<file path="src/rtl/p405s_itlb_shadow_array.sv">
// p405s_itlb_shadow_array
//   Small fully-associative instruction TLB shadow array.
//   Lookups are two-stage: the request and EA are registered on one CB edge,
//   and the compare/select result is driven combinationally during the next
//   cycle from that stage register and the current entry contents.
//   Fills pick the lowest-index invalid entry, otherwise a round-robin victim.
//
// Ports
//   CB, reset                 clock, asynchronous active-high reset
//   lookupValid, isAbort_N    lookup request / low cancels it
//   msrIrL2                   1 = translate, 0 = real mode (EA passes through)
//   isEA[0:21]                effective page address
//   fillValid/fillReady       fill handshake (ready = ~invalidateAll)
//   fillEPN/DSize/RPN/Attr    fill contents, attr = {I,E,U0}
//   invalidateAll             clear every valid bit
//   Hit, Miss, RA, I/E/U0_out lookup result
//   hitIndex, multiHit        winning entry (lowest index), >1 matches
//   entryValid                per-entry valid bits
//
// Page-offset bit numbering: "EA bit n" in the size mask counts from the
// least significant end (weight 2^n). Size[k] turns EA bits 8+2k and 9+2k
// into page offset; the low byte (bits 0..7) is always compared and always
// sourced from the RPN.

// One shadow entry: storage plus its own masked compare and RA merge.
module p405s_itlb_shadow_entry (
    input  logic        CB,
    input  logic        reset,
    input  logic        we,
    input  logic        clr,
    input  logic [21:0] epn_in,
    input  logic [6:0]  size_in,   // size_in[6-k] = Size[k]
    input  logic [21:0] rpn_in,
    input  logic [2:0]  attr_in,   // {I,E,U0}
    input  logic [21:0] ea,
    output logic        vld,
    output logic        match,
    output logic [21:0] ra,
    output logic [2:0]  attr
);
    logic [21:0] epn_q;
    logic [6:0]  size_q;
    logic [21:0] rpn_q;
    logic [21:0] mask;

    always_ff @(posedge CB or posedge reset) begin
        if (reset)    vld <= 1'b0;
        else if (clr) vld <= 1'b0;
        else if (we)  vld <= 1'b1;
    end

    // Translation contents carry no reset; valid gates all use of them.
    always_ff @(posedge CB) begin
        if (we) begin
            epn_q  <= epn_in;
            size_q <= size_in;
            rpn_q  <= rpn_in;
            attr   <= attr_in;
        end
    end

    always_comb begin
        mask = '0;
        for (int k = 0; k < 7; k++) begin
            mask[8 + 2*k] = size_q[6 - k];
            mask[9 + 2*k] = size_q[6 - k];
        end
    end

    assign match = vld & (((ea ^ epn_q) & ~mask) == 22'd0);
    assign ra    = (rpn_q & ~mask) | (ea & mask);
endmodule

module p405s_itlb_shadow_array #(
    parameter int NUM_ENTRIES = 4,
    parameter int IDX_W       = 2
) (
    input  logic                   CB,
    input  logic                   reset,
    input  logic                   lookupValid,
    input  logic                   isAbort_N,
    input  logic                   msrIrL2,
    input  logic [0:21]            isEA,
    input  logic                   fillValid,
    output logic                   fillReady,
    input  logic [0:21]            fillEPN,
    input  logic [0:6]             fillDSize,
    input  logic [0:21]            fillRPN,
    input  logic [0:2]             fillAttr,
    input  logic                   invalidateAll,
    output logic                   Hit,
    output logic                   Miss,
    output logic [0:21]            RA,
    output logic                   I_out,
    output logic                   E_out,
    output logic                   U0_out,
    output logic [IDX_W-1:0]       hitIndex,
    output logic                   multiHit,
    output logic [NUM_ENTRIES-1:0] entryValid
);
    typedef struct packed {
        logic        msr;
        logic [21:0] ea;
    } stage_t;

    logic                              req_s1;
    logic                              req_q;
    stage_t                            stg_q;
    logic [NUM_ENTRIES-1:0]            ent_vld;
    logic [NUM_ENTRIES-1:0]            ent_match;
    logic [NUM_ENTRIES-1:0]            fill_we;
    logic [NUM_ENTRIES-1:0][21:0]      ent_ra;
    logic [NUM_ENTRIES-1:0][2:0]       ent_attr;
    logic [IDX_W-1:0]                  rr_ptr;
    logic [IDX_W-1:0]                  victim;
    logic [IDX_W-1:0]                  sel;
    logic                              have_inv;
    logic                              any_match;
    logic                              multi;
    logic                              fill_acc;

    // Stage 1: register request and address.
    assign req_s1 = lookupValid & isAbort_N & ~reset;

    always_ff @(posedge CB or posedge reset) begin
        if (reset) begin
            req_q <= 1'b0;
            stg_q <= '0;
        end else begin
            req_q <= req_s1;
            stg_q <= '{msr: msrIrL2, ea: isEA};
        end
    end

    // Entries. invalidateAll wins over a same-edge fill via fill_acc.
    assign fillReady = ~invalidateAll;
    assign fill_acc  = fillValid & ~invalidateAll;

    for (genvar g = 0; g < NUM_ENTRIES; g++) begin : g_ent
        assign fill_we[g] = fill_acc & (victim == IDX_W'(g));
        p405s_itlb_shadow_entry u_ent (
            .CB      (CB),
            .reset   (reset),
            .we      (fill_we[g]),
            .clr     (invalidateAll),
            .epn_in  (fillEPN),
            .size_in (fillDSize),
            .rpn_in  (fillRPN),
            .attr_in (fillAttr),
            .ea      (stg_q.ea),
            .vld     (ent_vld[g]),
            .match   (ent_match[g]),
            .ra      (ent_ra[g]),
            .attr    (ent_attr[g])
        );
    end

    assign entryValid = ent_vld;

    // Victim: lowest invalid entry, else the round-robin pointer.
    always_comb begin
        have_inv = 1'b0;
        victim   = rr_ptr;
        for (int i = 0; i < NUM_ENTRIES; i++) begin
            if (!ent_vld[i] && !have_inv) begin
                have_inv = 1'b1;
                victim   = IDX_W'(i);
            end
        end
    end

    // Pointer only moves when it actually chose the victim.
    always_ff @(posedge CB or posedge reset) begin
        if (reset)
            rr_ptr <= '0;
        else if (fill_acc && !have_inv)
            rr_ptr <= (rr_ptr == IDX_W'(NUM_ENTRIES - 1)) ? '0 : rr_ptr + 1'b1;
    end

    // Stage 2: lowest matching index wins; flag a second match.
    always_comb begin
        any_match = 1'b0;
        multi     = 1'b0;
        sel       = '0;
        for (int i = 0; i < NUM_ENTRIES; i++) begin
            if (ent_match[i]) begin
                if (any_match) multi = 1'b1;
                else begin
                    any_match = 1'b1;
                    sel       = IDX_W'(i);
                end
            end
        end
    end

    always_comb begin
        Hit                    = 1'b0;
        Miss                   = 1'b0;
        RA                     = '0;
        {I_out, E_out, U0_out} = 3'b000;
        hitIndex               = '0;
        multiHit               = 1'b0;
        if (req_q) begin
            if (!stg_q.msr) begin
                // Real mode: EA passes straight through.
                Hit = 1'b1;
                RA  = stg_q.ea;
            end else if (any_match) begin
                Hit                    = 1'b1;
                RA                     = ent_ra[sel];
                {I_out, E_out, U0_out} = ent_attr[sel];
                hitIndex               = sel;
                multiHit               = multi;
            end else begin
                Miss = 1'b1;
            end
        end
    end
endmodule

</file>
<file path="config.mk">
export PLATFORM = sky130hd
export DESIGN_NAME = p405s_itlb_shadow_array
export DESIGN_NICKNAME = d
export VERILOG_FILES = /design/src/rtl/p405s_itlb_shadow_array.sv
export SDC_FILE = /design/constraint.sdc
export NUM_CORES = 1
export LEC_CHECK = 0
export CORE_MARGIN = 2
export CORE_UTILIZATION = 56
export CTS_BUF_LIST = sky130_fd_sc_hd__clkbuf_16
export DETAILED_ROUTE_END_ITERATION = 10
export HOLD_SLACK_MARGIN = 0.1
export PLACE_DENSITY = 0.85
export SLEW_MARGIN = 20
export SYNTH_ARGS = -nofsm -noshare
export SYNTH_HDL_FRONTEND = slang
export SYNTH_SLANG_ARGS = --single-unit
</file>
<file path="constraint.sdc">
create_clock -name CB -period 4.2 [get_ports CB]
set_clock_uncertainty 0.15 [all_clocks]
set_input_delay 0.84 -clock CB [delete_from_list [all_inputs] [get_ports CB]]
set_output_delay 0.84 -clock CB [all_outputs]
set_load 0.1 [all_outputs]
</file>
==> results.toml <==
[job]
maxCapViolCount = 0

[hold_path]
hp-start = "rr_ptr[1]"
whs_endpoint = "rr_ptr[1]"
hold_path.class = "reg2reg"
hold_path_depth = 1

[synthesis]
synth-seq-cells = 246
async_reset_ff_frac = 0.122
ys_dominant_reg_cell = "edfxtp_1"
synth.distinct_cells = 51
syn_area_per_cell_um2 = 14.8
yosys_warnings = 0
syn_area_um2 = 10300
syn_inst = 692
synth-edff-count = 216
synth_fp_nets = 776
synth.yosys.seq_area_share = 0.706

[critical_path]
regToRegStartpoint = "g_ent[3].u_ent.vld"
cp_max_fo = 6
worst_setup_path_start_kind = "flip-flop"
rrSetupSlack_ns = 1.93
path_class = "reg2out"
reg2reg_depth = 6
crit_arrival_ns = 3.52
required_ns = 3.21
r2r-end = "g_ent[1].u_ent.rpn_q[19]"
endpoint_kind = "output pin"

[timing]
setup_viol = 25
slew_violations = 0
tns_ns = -5.19
fin_crit_ns = 4.51
hold_ws_ns = 0.396
finalCritPeriodShare = 1.07
fin_ws_ns = -0.307
hold_violations = 0
slew_headroom = 0.262
max_freq_ghz = 0.222
tightestPinTransition_ns = 1.11
grt_setup_unrepaired = "yes"

[clocking]
clock_latency_ns = 0.52
cts_hold_buf = 0
cts_htree_levels = 1
clockBufferDepth = 3
cts.clk_slew.worst_paths_ns = 0.06
cts_tree = "built"
cts-root-buf = "clkbuf_16"
cts_sinks = 246
cts_made_buffers = 25

[pwr]
p_per_area_nw_per_um2 = 392
p_leak_nw = 4.96
ir_drop_mv = 0.406

[global_route]
grt-busiest-layer = "met2"
use_met2 = 0.480
grt_use_total = 0.274
grt_first_pass_wirelength_um = 40900
antenna_found_initial = 0
grt_pass1_vias = 7220
grt.overflow.total = 0
grtUsageMet3 = 0.0506
grt_max_degree = 46
grtUsageMet1 = 0.343

[routing]
drtIter0Drc = 712
wirelength_um = 29700
firstDrtPassIters = 5
vias_per_cell = 6.35
vias = 7084
routedWlPerCell_um = 26.7
drcViolationCount = 0
antenna_left = 0

[finish]
utilization = 0.807
final_layout_size_suffix_gt1_frac = 0.350
fillerInstances = 839
diodes = 0
fin_cells = 1115
fin_nets = 951
syn_to_final_growth_pct = 41.5

[placed_design]
dp_cells = 1038
hpwl_um = 16800
portBuffers = 117
place_congestion = 0.884

[floorplanning]
die_h_um = 139
die_area_um2 = 19400
core_area_um2 = 18000
dieWidth_um = 139
rows = 49
initial_core_util = 0.571
ios = 118

[run_status]
failed_checks = "negative setup slack"
outcome = "complete, but fails checks"
==> power breakdown <==
part | switching (mW) | total (mW) | leakage [nW] | internal (mW)
Clock | 0.933 | 2.39 | 0.450 | 1.46
Combinational | 0.281 | 0.494 | 2.20 | 0.213
Sequential | 0.0639 | 2.81 | 2.31 | 2.74
Total | 1.28 | 5.69 | 4.96 | 4.41
==> Yosys cell counts (12+ instances only) <==
cell type    n  area, µm²
dfrtp_1     30        751
a21oi_1     29        145
buf_2       22        110
xor2_1      13        114
xnor2_1     75        657
mux2i_1     23        230
nor2_1      51        191
o21ai_0     17       85.1
or3_1       13       81.3
nand2_1     32        120
a31oi_1     21        131
edfxtp_1   216       6490
a211oi_1    17        128
o22ai_1     12       75.1
==> cell usage in the layout (no fill, tap or decap), types with 5 or more instances in the layout <==
cell type,n
edfxtp_1,216
clkdlybuf4s50_1,86
xnor2_1,58
buf_4,50
nor2_1,46
buf_12,37
nand2_1,28
clkbuf_16,28
a21oi_1,19
dfrtp_2,18
xnor2_2,16
a211oi_4,15
xor2_1,13
or3_1,13
inv_1,12
dfrtp_1,12
buf_6,12
mux2i_4,11
a31oi_1,11
a21oi_2,10
mux2i_1,10
o22ai_1,9
o21ai_0,8
a311oi_2,8
a31oi_2,7
o21ai_1,6
bufinv_16,6
nand3_2,5
nor4_2,5
clkinv_2,5
==> metal layers <==
| metal | wire [µm] | vias to the layer above |
|---|---|---|
| met2 | 15200 | 494 |
| li1 | - | 2969 |
| met5 | 0 | - |
| met4 | 1430 | 0 |
| met1 | 10300 | 3506 |
| met3 | 2790 | 115 |
==> how the worst max path moves through the flow <==
| stage | slack, ns | cells after the start | start | end |
|---|---|---|---|---|
| 6_report | -0.31 | 12 | stg_q[18] | RA[0] |
| 5_1_grt | -0.39 | 11 | stg_q[13] | RA[1] |
| 4_1_cts | -0.14 | 10 | stg_q[3] | RA[9] |
| 3_5_place_dp | 0.09 | 12 | stg_q[11] | RA[8] |
| 3_3_place_gp | 0.11 | 11 | stg_q[1] | RA[1] |
| 2_1_floorplan | -0.46 | 12 | stg_q[7] | RA[1] |
==> worst max-delay path, stage by stage (launching register included) <==
cell	delay [ns]
dfrtp_2	0.49
xnor2_2	0.18
a21oi_1	0.38
nor4_4	0.10
nand3_4	0.10
buf_6	0.15
nand2_2	0.09
o21a_4	0.26
clkbuf_16	0.17
o22ai_1	0.31
o21ai_0	0.23
a211oi_4	0.31
buf_12	0.21
==> what timing repair did <==
| item | in CTS | in global routing |
|---|---|---|
| pin swaps | 38 | 39 |
| endpoints found under the setup margin | 25 | 28 |
| gates cloned | 4 | 3 |
| gates resized for setup | 96 | 102 |
| buffers inserted | 13 | 21 |
| hold endpoints to repair | 0 | 0 |
==> cell families (layout without fill, tap and decap cells) <==
group                      Yosys count  in the layout  synth area share
AOI/OAI and AO/OA                  132            133            0.0845
buffers and inverters               52            243            0.0294
muxes                               32             32            0.0372
adders and majority gates            1              1           0.00122
DFF                                246            246             0.706
and+or+nand+nor                    141            143            0.0666
xor gates and xnor gates            88             88            0.0752
==> flip-flops by register name, indices dropped and copies added (netlist names) <==
name,cells
g_ent.u_ent.vld,4
g_ent.u_ent.size_q,28
g_ent.u_ent.epn_q,88
req_q,1
g_ent.u_ent.attr,12
rr_ptr,2
stg_q,23
g_ent.u_ent.rpn_q,88
==> through the flow <==
stage               total power [mW]  worst slack, ns  instance area, µm²
floorplan                       3.06           -0.465               10500
global placement                3.24            0.108               12400
detailed placement              3.26           0.0862               12400
CTS                             5.63           -0.139               13800
global route                    5.82           -0.387               14500
finish                          5.69           -0.307               14500
==> layout make-up <==
type / instances / area (µm²) / share of cell area
repair buffers: 188 / 2190 / 0.151
flip-flops and latches: 246 / 7260 / 0.501
multi-input cells: 397 / 3850 / 0.265
clock buffers: 25 / 626 / 0.0431
inverters: 9 / 37.5 / 0.00259
clock inverters: 21 / 260 / 0.0179
well taps: 229 / 287 / 0.0198
No activity file was read; power rests on OpenSTA's default activity.
